===== src/rtl/mem_stage_lsu.sv =====
// mem_stage_lsu: memory-stage load/store unit with req/ack data bus, load extension and MEM/WB register
module mem_stage_lsu #(
    parameter int unsigned TIMEOUT = 255
) (
    input  logic        clk,
    input  logic        rst,
    input  logic        in_valid,
    input  logic        is_flush,
    input  logic [31:0] PC_in,
    input  logic [4:0]  rd_in,
    input  logic        RegWrite_in,
    input  logic        MemRead_in,
    input  logic        MemWrite_in,
    input  logic [2:0]  DMType_in,
    input  logic [2:0]  WDSel_in,
    input  logic [31:0] alu_result_in,
    input  logic [31:0] rs2_in,
    output logic        stall,
    output logic        dm_req,
    output logic        dm_we,
    output logic [31:0] dm_addr,
    output logic [3:0]  dm_wstrb,
    output logic [31:0] dm_wdata,
    input  logic [31:0] dm_rdata,
    input  logic        dm_ack,
    output logic        wb_valid,
    output logic [4:0]  wb_rd,
    output logic        wb_RegWrite,
    output logic [2:0]  wb_WDSel,
    output logic [31:0] wb_PC,
    output logic [31:0] wb_data,
    output logic        ale,
    output logic        bus_err,
    output logic [31:0] badv
);
    localparam int unsigned CW = (TIMEOUT > 1) ? $clog2(TIMEOUT + 1) : 1;

    typedef enum logic {IDLE, BUSY} state_t;

    state_t        state_q, state_d;
    logic [CW-1:0] cnt_q, cnt_d;
    logic [31:0]   addr_q, addr_d;
    logic [2:0]    dmtype_q, dmtype_d;
    logic          flushed_q, flushed_d;
    logic          dm_req_q, dm_req_d;
    logic          dm_we_q, dm_we_d;
    logic [31:0]   dm_addr_q, dm_addr_d;
    logic [3:0]    dm_wstrb_q, dm_wstrb_d;
    logic [31:0]   dm_wdata_q, dm_wdata_d;
    logic          wb_valid_q, wb_valid_d;
    logic [4:0]    wb_rd_q, wb_rd_d;
    logic          wb_regwrite_q, wb_regwrite_d;
    logic [2:0]    wb_wdsel_q, wb_wdsel_d;
    logic [31:0]   wb_pc_q, wb_pc_d;
    logic [31:0]   wb_data_q, wb_data_d;
    logic          ale_q, ale_d;
    logic          bus_err_q, bus_err_d;
    logic [31:0]   badv_q, badv_d;

    logic          mem_op, aligned, timed_out;
    logic [3:0]    st_strb;
    logic [31:0]   st_data, ld_data;
    logic [15:0]   lane;

    assign mem_op    = in_valid & !is_flush & (MemRead_in | MemWrite_in);
    assign aligned   = (DMType_in == 3'd0) ? (alu_result_in[1:0] == 2'b00) :
                       (DMType_in <= 3'd2) ? !alu_result_in[0] : (DMType_in <= 3'd4);
    assign st_strb   = (DMType_in == 3'd0) ? 4'b1111 :
                       (DMType_in <= 3'd2) ? (alu_result_in[1] ? 4'b1100 : 4'b0011) :
                       4'b0001 << alu_result_in[1:0];
    assign st_data   = (DMType_in == 3'd0) ? rs2_in :
                       (DMType_in <= 3'd2) ? {2{rs2_in[15:0]}} : {4{rs2_in[7:0]}};
    // Halves are always 2-byte aligned, so shifting by the byte offset lands either size in the low lane.
    assign lane      = 16'(dm_rdata >> {addr_q[1:0], 3'b000});
    assign ld_data   = (dmtype_q == 3'd1) ? {{16{lane[15]}}, lane} :
                       (dmtype_q == 3'd2) ? {16'b0, lane} :
                       (dmtype_q == 3'd3) ? {{24{lane[7]}}, lane[7:0]} :
                       (dmtype_q == 3'd4) ? {24'b0, lane[7:0]} : dm_rdata;
    assign timed_out = (TIMEOUT != 0) && (cnt_q == CW'(TIMEOUT));
    assign stall     = (state_q == IDLE) ? (mem_op & aligned) : !dm_ack;

    assign dm_req      = dm_req_q;
    assign dm_we       = dm_we_q;
    assign dm_addr     = dm_addr_q;
    assign dm_wstrb    = dm_wstrb_q;
    assign dm_wdata    = dm_wdata_q;
    assign wb_valid    = wb_valid_q;
    assign wb_rd       = wb_rd_q;
    assign wb_RegWrite = wb_regwrite_q;
    assign wb_WDSel    = wb_wdsel_q;
    assign wb_PC       = wb_pc_q;
    assign wb_data     = wb_data_q;
    assign ale         = ale_q;
    assign bus_err     = bus_err_q;
    assign badv        = badv_q;

    // Next state: issue from IDLE, then finish on ack or abort on timeout (ack wins a tie).
    always_comb begin
        state_d       = state_q;
        cnt_d         = cnt_q;
        addr_d        = addr_q;
        dmtype_d      = dmtype_q;
        flushed_d     = flushed_q;
        dm_req_d      = dm_req_q;
        dm_we_d       = dm_we_q;
        dm_addr_d     = dm_addr_q;
        dm_wstrb_d    = dm_wstrb_q;
        dm_wdata_d    = dm_wdata_q;
        wb_valid_d    = 1'b0;
        wb_rd_d       = wb_rd_q;
        wb_regwrite_d = wb_regwrite_q;
        wb_wdsel_d    = wb_wdsel_q;
        wb_pc_d       = wb_pc_q;
        wb_data_d     = wb_data_q;
        ale_d         = 1'b0;
        bus_err_d     = 1'b0;
        badv_d        = badv_q;
        if (state_q == IDLE) begin
            wb_valid_d    = in_valid & !is_flush;
            wb_rd_d       = rd_in;
            wb_regwrite_d = RegWrite_in & !mem_op;
            wb_wdsel_d    = WDSel_in;
            wb_pc_d       = PC_in;
            wb_data_d     = alu_result_in;
            if (mem_op && aligned) begin
                state_d       = BUSY;
                cnt_d         = '0;
                addr_d        = alu_result_in;
                dmtype_d      = DMType_in;
                flushed_d     = 1'b0;
                dm_req_d      = 1'b1;
                dm_we_d       = MemWrite_in;
                dm_addr_d     = {alu_result_in[31:2], 2'b00};
                dm_wstrb_d    = MemWrite_in ? st_strb : 4'b0000;
                dm_wdata_d    = st_data;
                wb_valid_d    = 1'b0;
                wb_regwrite_d = RegWrite_in & !MemWrite_in;
            end else if (mem_op) begin
                ale_d  = 1'b1;
                badv_d = alu_result_in;
            end
        end else if (dm_ack) begin
            state_d    = IDLE;
            dm_req_d   = 1'b0;
            wb_valid_d = !(flushed_q | is_flush);
            wb_data_d  = dm_we_q ? addr_q : ld_data;
        end else if (timed_out) begin
            state_d       = IDLE;
            dm_req_d      = 1'b0;
            bus_err_d     = 1'b1;
            badv_d        = addr_q;
            wb_valid_d    = 1'b1;
            wb_regwrite_d = 1'b0;
            wb_data_d     = addr_q;
        end else begin
            cnt_d     = cnt_q + CW'(1);
            flushed_d = flushed_q | is_flush;
        end
    end

    // State and output registers, cleared immediately by reset.
    always_ff @(posedge clk or posedge rst) begin
        if (rst) begin
            state_q       <= IDLE;
            cnt_q         <= '0;
            addr_q        <= '0;
            dmtype_q      <= '0;
            flushed_q     <= 1'b0;
            dm_req_q      <= 1'b0;
            dm_we_q       <= 1'b0;
            dm_addr_q     <= '0;
            dm_wstrb_q    <= '0;
            dm_wdata_q    <= '0;
            wb_valid_q    <= 1'b0;
            wb_rd_q       <= '0;
            wb_regwrite_q <= 1'b0;
            wb_wdsel_q    <= '0;
            wb_pc_q       <= '0;
            wb_data_q     <= '0;
            ale_q         <= 1'b0;
            bus_err_q     <= 1'b0;
            badv_q        <= '0;
        end else begin
            state_q       <= state_d;
            cnt_q         <= cnt_d;
            addr_q        <= addr_d;
            dmtype_q      <= dmtype_d;
            flushed_q     <= flushed_d;
            dm_req_q      <= dm_req_d;
            dm_we_q       <= dm_we_d;
            dm_addr_q     <= dm_addr_d;
            dm_wstrb_q    <= dm_wstrb_d;
            dm_wdata_q    <= dm_wdata_d;
            wb_valid_q    <= wb_valid_d;
            wb_rd_q       <= wb_rd_d;
            wb_regwrite_q <= wb_regwrite_d;
            wb_wdsel_q    <= wb_wdsel_d;
            wb_pc_q       <= wb_pc_d;
            wb_data_q     <= wb_data_d;
            ale_q         <= ale_d;
            bus_err_q     <= bus_err_d;
            badv_q        <= badv_d;
        end
    end
endmodule

===== config.mk =====
export PLATFORM = sky130hd
export DESIGN_NAME = mem_stage_lsu
export DESIGN_NICKNAME = d
export VERILOG_FILES = /design/src/rtl/mem_stage_lsu.sv
export SDC_FILE = /design/constraint.sdc
export NUM_CORES = 1
export LEC_CHECK = 0
export ABC_AREA = 1
export CORE_ASPECT_RATIO = 1.1
export CORE_UTILIZATION = 42
export DETAILED_ROUTE_END_ITERATION = 16
export PLACE_DENSITY_LB_ADDON = 0.05
export RECOVER_POWER = 100
export REMOVE_ABC_BUFFERS = 1
export SETUP_SLACK_MARGIN = 0.2
export SYNTH_ARGS = -nofsm -noshare
export SYNTH_HDL_FRONTEND = slang
export SYNTH_SLANG_ARGS = --single-unit

===== constraint.sdc =====
create_clock -name clk -period 6.49 [get_ports clk]
set_input_delay 0.9735 -clock clk [delete_from_list [all_inputs] [get_ports clk]]
set_output_delay 0.9735 -clock clk [all_outputs]
set_load 0.005 [all_outputs]

==> impl_metrics.py, run 1 <==
metrics = {
    "route": {
        "antenna_left": 0,
        "vias": 8795,
        "first_pass_iters": 7,
        "drt_first_iter_violations": 469,
        "routedWlPerCell_um": 15.8,
        "remaining_drc_errors": 0,
        "wl_mm": 28.6,
        "via_per_inst": 4.87,
    },
    "critical_path": {
        "crit_arrival_ns": 4.02,
        "crit_fanout": 31,
        "critPathLaunchType": "input port",
        "required_ns": 5.52,
        "endpoint_kind": "output port",
        "critPathKind": "input port to output port",
        "regToRegSetupSlack_ns": 2.29,
    },
    "cts": {
        "h-tree-depth": 4,
        "cts_buffer_depth": 2,
        "root_buffer": "clkbuf_16",
        "cts_tree": "built",
        "hold_buffers": 0,
        "path_clk_slew_ns": 0.07,
        "clock_latency_ns": 0.43,
        "cts_resized": 0,
        "cts_buffers": 17,
        "cts_sinks": 191,
        "cts_setup_buffers": 0,
    },
    "place": {
        "dp_hpwl_mm": 19.9,
        "dp_cells": 1775,
        "place_area_mm2": 0.0127,
        "port-buffer-count": 323,
        "gp_congestion": 0.898,
        "place_ws_ns": 2.26,
    },
    "sta": {
        "holdWs_ns": 0.468,
        "tns_ns": 0,
        "min_period_ns": 5.00,
        "max_freq_ghz": 0.200,
        "slew_headroom_pct": -114,
        "setup_viol": 0,
        "fin_crit_sh_pct": 77.0,
        "skew_ns": 0.0155,
        "final_hold_viol_count": 0,
        "rsz0062_at_grt": "false",
        "tightest_slew_ns": 3.20,
        "maxSlewViolCount": 246,
        "final.setup.worst_slack_ns": 1.49,
    },
    "floorplanning": {
        "start_util_pct": 43.1,
        "dieArea_mm2": 0.0235,
        "top_level_ports": 326,
        "die_h_um": 161,
        "coreArea_mm2": 0.0223,
        "placement_rows": 57,
        "die_w_um": 146,
    },
    "pwr": {
        "p_leak_nw": 6.32,
        "p_total_mw": 3.76,
        "irDropWorstVdd_uv": 183,
        "p_per_area_mw_per_mm2": 285,
    },
    "cells_and_area": {
        "layout.cells.most_common": "nand2_1",
        "fillCellCount": 2078,
        "fin_util_pct": 59.3,
        "layout.nets": 1647,
        "design_area_mm2": 0.0132,
        "antenna_cells": 0,
        "area_growth_syn_to_layout_pct": 37.6,
        "fin_cells": 1807,
        "drive_above_1_share_pct": 4.96,
        "layout_common_cells": "nand2_1 (440), dfrtp_1 (190), dlygate4sd3_1 (179)",
    },
    "logic_synthesis": {
        "async_flop_share_pct": 100,
        "netlist_area_mm2": 0.00959,
        "ys_ff_latch": 191,
        "yosysUniqueCellTypes": 36,
        "yosysWarnings": 0,
        "synth-main-ff-cell": "dfrtp_1",
        "seq_area_frac_synth_pct": 49.8,
        "synth_edf_count": 0,
        "syn_area_per_cell_um2": 7.72,
        "syn_inst": 1242,
    },
    "grt": {
        "grt_start_max_net_pins": 102,
        "grt_use_total_pct": 24.9,
        "grt_pass1_vias": 8299,
        "grt_pass1_wl_mm": 45.7,
        "overflow": 0,
        "antenna_found_initial": 0,
    },
    "min_path": {
        "hold_class": "flip-flop to flip-flop",
    },
    "run_status": {
        "violations": "max-capacitance violations, max-slew violations",
        "outcome": "finished, violations left",
    },
    "flow_run": {
        "cap_violations": 5,
    },
}
==> routing by layer <==
layer | wire length [um] | vias to the layer above | track usage, %
met3 | 2190 | 21 | 6.45
li1 | - | 4405 | -
met5 | 0 | - | 0
met2 | 13700 | 291 | 41.1
met4 | 359 | 0 | 5.45
met1 | 12300 | 4078 | 33.0
==> worst max-delay path, cell delays in order <==
cell	delay [ns]
dlygate4sd3_1	0.57
or2_2	0.32
nor2_1	0.27
o21ai_0	0.19
nand3_1	0.16
inv_2	0.05
nand2_1	0.79
o21ai_0	0.20
clkdlybuf4s50_1	0.50
==> logic make-up after synthesis <==
| logic type | count (synthesis) | synth area share [%] |
|---|---|---|
| AOI/OAI and AO/OA | 230 | 13.8 |
| xor gates and xnor gates | 3 | 0.274 |
| adders and majority gates | 1 | 0.130 |
| DFF | 191 | 49.8 |
| and+or+nand+nor | 613 | 25.8 |
| other | 1 | 0.0391 |
| buffers and inverters | 203 | 10.2 |
==> flip-flops by register name, indices dropped and copies added, names as in the netlist, 3 cells and up <==
name and flops:
addr_q 32, badv 32, dm_wdata 32, wb_PC 32, wb_data 32, cnt_q 8
wb_rd 5, dm_wstrb 4, dmtype_q 3, wb_WDSel 3
==> worst paths after layout <==
check | startpoint | endpoint | cells after the start
max in group asynchronous | rst | state_q | 3
worst min register to register | dm_wdata[6] | dm_wdata[6] | 2
min in group asynchronous | rst | wb_PC[31] | 2
worst max-delay path | DMType_in[0] | stall | 9
worst max register to register | state_q | badv[3] | 7
worst min-delay path | dm_wdata[6] | dm_wdata[6] | 2
==> cells in the mapped netlist, types with 5 or more instances <==
cell / number / area (um^2)
a21oi_2: 19 / 166
dfrtp_1: 191 / 4780
clkbuf_1: 24 / 90.1
o21a_1: 17 / 128
a21oi_1: 55 / 275
nand2_2: 6 / 37.5
nor2_1: 107 / 402
inv_1: 98 / 368
o21ai_0: 92 / 460
buf_1: 5 / 18.8
nand3_1: 48 / 240
a221oi_1: 6 / 52.6
o21ai_1: 24 / 120
a31oi_1: 6 / 37.5
buf_2: 22 / 110
o211ai_1: 8 / 60.1
nand2_1: 436 / 1640
buf_4: 38 / 285
inv_2: 8 / 30.0
buf_6: 6 / 67.6
==> power by group <==
group / switching, mW / internal [mW]
logic: 0.588 / 0.579
registers: 0.152 / 1.43
clock network: 0.508 / 0.506
==> final cells by class <==
type,instances,area (um^2),area share [%]
clock buffer,18,429,3.25
clock inverter,14,121,0.920
inverter,108,408,3.09
multi-input combinational,849,3790,28.7
sequential,191,4780,36.2
tap,295,369,2.80
timing repair buffer,332,3300,25.0
(Power assumes the default switching activity.)
==> run 2, diff against run 1 <==
==> constraint.sdc (replaced) <==
create_clock -name clk -period 4.35 [get_ports clk]
set_input_delay 0.6525 -clock clk [delete_from_list [all_inputs] [get_ports clk]]
set_output_delay 0.6525 -clock clk [all_outputs]
set_load 0.005 [all_outputs]
==> run 2 against run 1 <==
Against the previous run: the flow still finishes with violations (max-capacitance violations, max-slew violations); routed wire length increased by 1.8%; clock power increased by 58%; first-iteration DRC count increased by 6.8%; largest cell class unchanged; non-clock buffer count increased by 4; sequential power increased by 50%; combinational power increased by 49%; critical path depth unchanged; flip-flop and latch count unchanged; largest power group unchanged; total power increased by 52%; die area unchanged; register-to-register slack got worse by 1.1 ns; final cell count increased by 0.33%.
==> impl_metrics.py, run 2 (synthesized netlist as in run 1, its figures left out) <==
metrics = {
    "critical_path": {
        "crit_fanout": 3,
        "critPathLaunchType": "input port",
        "crit_family": "buffers and inverters",
        "path_cells": "dlygate4sd3_1 -> or2_0 -> nor2_4 -> o21ai_0 -> nand3_1 -> inv_1 -> nand2_2 -> o21ai_0 -> dlygate4sd3_1",
        "crit_buf_inv": 3,
        "crit_arrival_ns": 2.84,
        "critPathKind": "input port to output port",
        "endpoint_kind": "output port",
        "required_ns": 3.70,
        "crit_path_max_incr_delay_ns": 0.59,
        "cp_slowest_cell": "dlygate4sd3_1",
    },
    "sta": {
        "tns_ns": 0,
        "fin_crit_sh_pct": 80.2,
        "max_freq_ghz": 0.287,
        "maxSlewViolCount": 215,
        "final.setup.worst_slack_ns": 0.861,
        "slew_headroom_pct": -50.3,
        "final_hold_viol_count": 0,
        "holdWs_ns": 0.468,
        "tightest_slew_ns": 2.25,
        "min_period_ns": 3.49,
        "setup_viol": 0,
        "skew_ns": 0.0155,
        "rsz0062_at_grt": "false",
    },
    "cts": {
        "cts_buffers": 17,
        "cts_sinks": 191,
        "path_clk_slew_ns": 0.08,
        "clock_latency_ns": 0.43,
        "cts_tree": "built",
        "hold_buffers": 0,
        "cts_setup_buffers": 0,
        "cts_buffer_depth": 2,
        "h-tree-depth": 4,
        "cts_resized": 0,
        "root_buffer": "clkbuf_16",
    },
    "route": {
        "vias": 8944,
        "wl_met2_mm": 14.0,
        "first_pass_iters": 5,
        "antenna_left": 0,
        "wl_met1_mm": 12.0,
        "drt_first_iter_violations": 501,
        "routedWlPerCell_um": 16.0,
        "wl_mm": 29.1,
        "top_layer_used": "met4",
        "via_per_inst": 4.93,
        "dr_wl_met3_mm": 2.62,
        "remaining_drc_errors": 0,
    },
    "run_status": {
        "outcome": "finished, violations left",
        "violations": "max-capacitance violations, max-slew violations",
    },
    "cells_and_area": {
        "fillCellCount": 2059,
        "regArea_mm2": 0.00478,
        "drive_above_1_share_pct": 5.54,
        "layout_common_cells": "nand2_1 (436), dfrtp_1 (190), dlygate4sd3_1 (179)",
        "layout.cells.most_common": "nand2_1",
        "multi_input_area_mm2": 0.00382,
        "layout.nets": 1651,
        "area_growth_syn_to_layout_pct": 38.9,
        "fin_cells": 1813,
    },
    "pwr": {
        "seqPwrFrac_pct": 41.4,
        "clockPowerShare_pct": 28.0,
        "p_leak_nw": 6.36,
        "p_comb_share_pct": 30.5,
        "power.share.switching_pct": 33.0,
        "p_per_area_mw_per_mm2": 429,
        "power_switching_mw": 1.89,
        "p_int_mw": 3.82,
        "irDropWorstVdd_uv": 278,
    },
    "place": {
        "port-buffer-count": 323,
        "dp_cells": 1779,
        "dp_hpwl_mm": 20.3,
        "place_ws_ns": 1.31,
        "gp_congestion": 0.891,
    },
    "floorplanning": {
        "top_level_ports": 326,
        "dieArea_mm2": 0.0235,
        "placement_rows": 57,
        "die_w_um": 146,
        "coreArea_mm2": 0.0223,
        "die_h_um": 161,
        "start_util_pct": 43.1,
    },
    "grt": {
        "grt_pass1_wl_mm": 47.0,
        "grt_start_max_net_pins": 103,
        "grt_pass1_vias": 8730,
        "grt_use_total_pct": 25.4,
        "antenna_found_initial": 2,
        "overflow": 0,
    },
    "flow_run": {
        "cap_violations": 3,
    },
    "min_path": {
        "hold_class": "flip-flop to flip-flop",
    },
}
==> run 2: cell types whose count changed in the layout (fill, tap and decap cells not counted), sizes merged <==
cell	previous run	this run
buf	6	9
diode	0	2
bufinv	0	1
clkbuf	21	22
clkinvlp	3	2
==> run 2: worst reg2reg max path: stages, from the launching register on <==
cell and delay, ns:
dfrtp_2 0.41, clkinv_2 0.25, clkbuf_2 1.35, nor2_1 0.41, buf_4 0.33, o21ai_0 0.18
o21ai_0 0.12
==> run 2: cell type report <==
type	instances	share of cell area, %
antenna	2	0.0376
clock buffer	18	3.22
clock inverter	14	1.26
inverter	108	3.08
multi-input combinational	849	28.7
sequential	191	35.9
tap	295	2.77
timing repair buffer	336	25.1
==> run 2: final timing paths <==
path	startpoint	endpoint	slack (ns)	cells past startpoint
hold / removal	dm_wdata[2]	dm_wdata[2]	0.47	2
min in group asynchronous	rst	wb_WDSel[0]	1.36	2
hold reg to reg	dm_wdata[2]	dm_wdata[2]	0.47	2
setup / recovery	DMType_in[0]	stall	0.86	9
max in group asynchronous	rst	badv[28]	1.29	3
setup reg to reg	state_q	wb_data[19]	1.19	6
==> run 2: power by group through the flow <==
stage / registers (mW) / clock network [mW] / logic, mW
CTS: 2.38 / 1.64 / 1.90
detailed placement: 2.41 / 0 / 1.89
global route: 2.42 / 1.72 / 1.95
finish: 2.37 / 1.60 / 1.74
global placement: 2.40 / 0 / 1.87
floorplan: 2.41 / 0 / 0.762
==> run 2: routing by layer <==
| layer | track usage (%) | vias to the layer above |
|---|---|---|
| met3 | 7.39 | 28 |
| met4 | 6.87 | 0 |
| met1 | 32.4 | 4164 |
| met2 | 42.1 | 321 |
| li1 | - | 4431 |
| met5 | 0 | - |
==> run 2: per-stage QoR <==
step | total power [mW] | instance area (um^2) | util (%)
after floorplan | 3.18 | 9030 | -
after global placement | 4.28 | 12800 | 57.3
after detailed placement | 4.30 | 12800 | 57.3
after CTS | 5.92 | 13400 | 60.0
after global routing | 6.09 | 13300 | 59.9
final | 5.71 | 13300 | 59.9
==> run 3, diff against run 2 <==
==> constraint.sdc (replaced) <==
create_clock -name clk -period 3.2 [get_ports clk]
set_input_delay 0.48 -clock clk [delete_from_list [all_inputs] [get_ports clk]]
set_output_delay 0.48 -clock clk [all_outputs]
set_load 0.005 [all_outputs]
==> run 3 against run 2 <==
Against the previous run: the run still ends with max-capacitance violations, max-slew violations left; sequential power up 36%; final cell count about the same; core utilization about the same; global-route usage up 0.087 points; clock power up 36%; critical path type unchanged.
==> impl_metrics.py, run 3 (synthesized netlist as in run 1, its figures left out) <==
metrics = {
    "sta": {
        "maxSlewViolCount": 74,
        "slew_headroom_pct": -8.34,
        "max_freq_ghz": 0.362,
        "setup_viol": 0,
        "min_period_ns": 2.76,
        "rsz0062_at_grt": "false",
        "tightest_slew_ns": 1.63,
        "holdWs_ns": 0.472,
        "fin_crit_sh_pct": 86.3,
        "skew_ns": 0.0144,
        "tns_ns": 0,
        "final_hold_viol_count": 0,
    },
    "floorplanning": {
        "die_w_um": 146,
        "start_util_pct": 43.1,
        "die_h_um": 161,
        "coreArea_mm2": 0.0223,
        "top_level_ports": 326,
        "dieArea_mm2": 0.0235,
        "placement_rows": 57,
    },
    "route": {
        "first_pass_iters": 5,
        "remaining_drc_errors": 0,
        "drt_first_iter_violations": 574,
        "via_per_inst": 4.97,
        "routedWlPerCell_um": 16.1,
        "vias": 9009,
        "antenna_left": 0,
        "wl_mm": 29.2,
    },
    "cells_and_area": {
        "fillCellCount": 2088,
        "fin_cells": 1814,
        "fin_util_pct": 59.9,
        "drive_above_1_share_pct": 5.60,
        "layout.cells.most_common": "nand2_1",
        "layout_common_cells": "nand2_1 (438), dfrtp_1 (190), dlygate4sd3_1 (178)",
        "area_growth_syn_to_layout_pct": 39.0,
        "antenna_cells": 0,
        "layout.nets": 1654,
    },
    "cts": {
        "cts_resized": 0,
        "h-tree-depth": 4,
        "cts_buffers": 17,
        "cts_tree": "built",
        "root_buffer": "clkbuf_16",
        "hold_buffers": 0,
        "cts_sinks": 191,
        "cts_setup_buffers": 0,
        "cts_buffer_depth": 2,
        "path_clk_slew_ns": 0.07,
        "clock_latency_ns": 0.43,
    },
    "critical_path": {
        "required_ns": 2.72,
        "endpoint_kind": "output port",
        "crit_arrival_ns": 2.28,
        "critPathKind": "input port to output port",
        "critPathLaunchType": "input port",
        "crit_fanout": 3,
    },
    "pwr": {
        "p_comb_share_pct": 30.5,
        "power.share.switching_pct": 33.0,
        "clockPowerShare_pct": 28.0,
        "seqPwrFrac_pct": 41.5,
        "p_per_area_mw_per_mm2": 581,
        "irDropWorstVdd_uv": 363,
        "power_switching_mw": 2.56,
        "p_leak_nw": 6.37,
        "p_int_mw": 5.19,
    },
    "grt": {
        "grt_use_total_pct": 25.5,
        "overflow": 0,
        "antenna_found_initial": 0,
        "grt_pass1_vias": 8669,
        "grt_start_max_net_pins": 84,
        "grt_pass1_wl_mm": 47.0,
    },
    "min_path": {
        "hold_class": "flip-flop to flip-flop",
    },
    "place": {
        "dp_cells": 1782,
        "dp_hpwl_mm": 20.7,
        "port-buffer-count": 323,
        "gp_congestion": 0.915,
    },
    "run_status": {
        "violations": "max-capacitance violations, max-slew violations",
        "outcome": "finished, violations left",
    },
    "flow_run": {
        "cap_violations": 1,
    },
}
## run 3: changes by cell type in the layout (fill, tap and decap cells not counted), moves of 2 or more
cell      before  now
clkbuf_2       2    4
diode_2        2    0
nand2_1      436  438
o21ai_0      109  107
## run 3: cell type report
type                    instances  area (um^2)  area share [%]
flip-flops and latches        191         4780            35.9
well taps                     295          369            2.77
clock buffers                  18          429            3.22
multi-input cells             849         3810            28.6
repair buffers                339         3370            25.3
clock inverters                14          163            1.22
inverters                     108          410            3.08
## run 3: through the flow
step	power [mW]	setup WS [ns]	cell area, um^2
detailed placement	5.86	0.471	12800
CTS	8.06	0.477	13400
global route	8.26	0.237	13300
global placement	5.82	0.532	12800
finish	7.75	0.440	13300
floorplan	4.32	-2.48	9030
## run 3: metal layers
metal | GRT usage [%] | wire length, um
met1 | 33.9 | 12300
met2 | 41.5 | 14000
met3 | 6.48 | 2360
met4 | 6.91 | 466
met5 | 0 | 0
## run 3: path summary, 6_finish.rpt
path	startpoint	end	slack (ns)	cells after the start
setup / recovery	DMType_in[0]	stall	0.44	9
hold / removal	wb_rd[3]	wb_rd[3]	0.47	2
setup reg to reg	cnt_q[0]	badv[13]	0.44	11
hold reg to reg	wb_rd[3]	wb_rd[3]	0.47	2
max in group asynchronous	rst	dm_wdata[10]	0.70	3
min in group asynchronous	rst	wb_WDSel[0]	0.90	2
## run 3: worst max-delay path, stage by stage
cell	delay [ns]
clkdlybuf4s50_1	0.45
or2_4	0.28
nor2_4	0.10
o21ai_2	0.09
nand3_2	0.10
inv_2	0.05
nand2_2	0.05
o21ai_0	0.09
dlygate4sd3_1	0.59
## run 3: power by group through the flow
stage	combinational (mW)	sequential [mW]	clock, mW
after floorplan	1.04	3.28	0
after global placement	2.55	3.27	0
after detailed placement	2.57	3.28	0
after CTS	2.59	3.24	2.22
after global routing	2.65	3.29	2.32
final	2.37	3.22	2.17
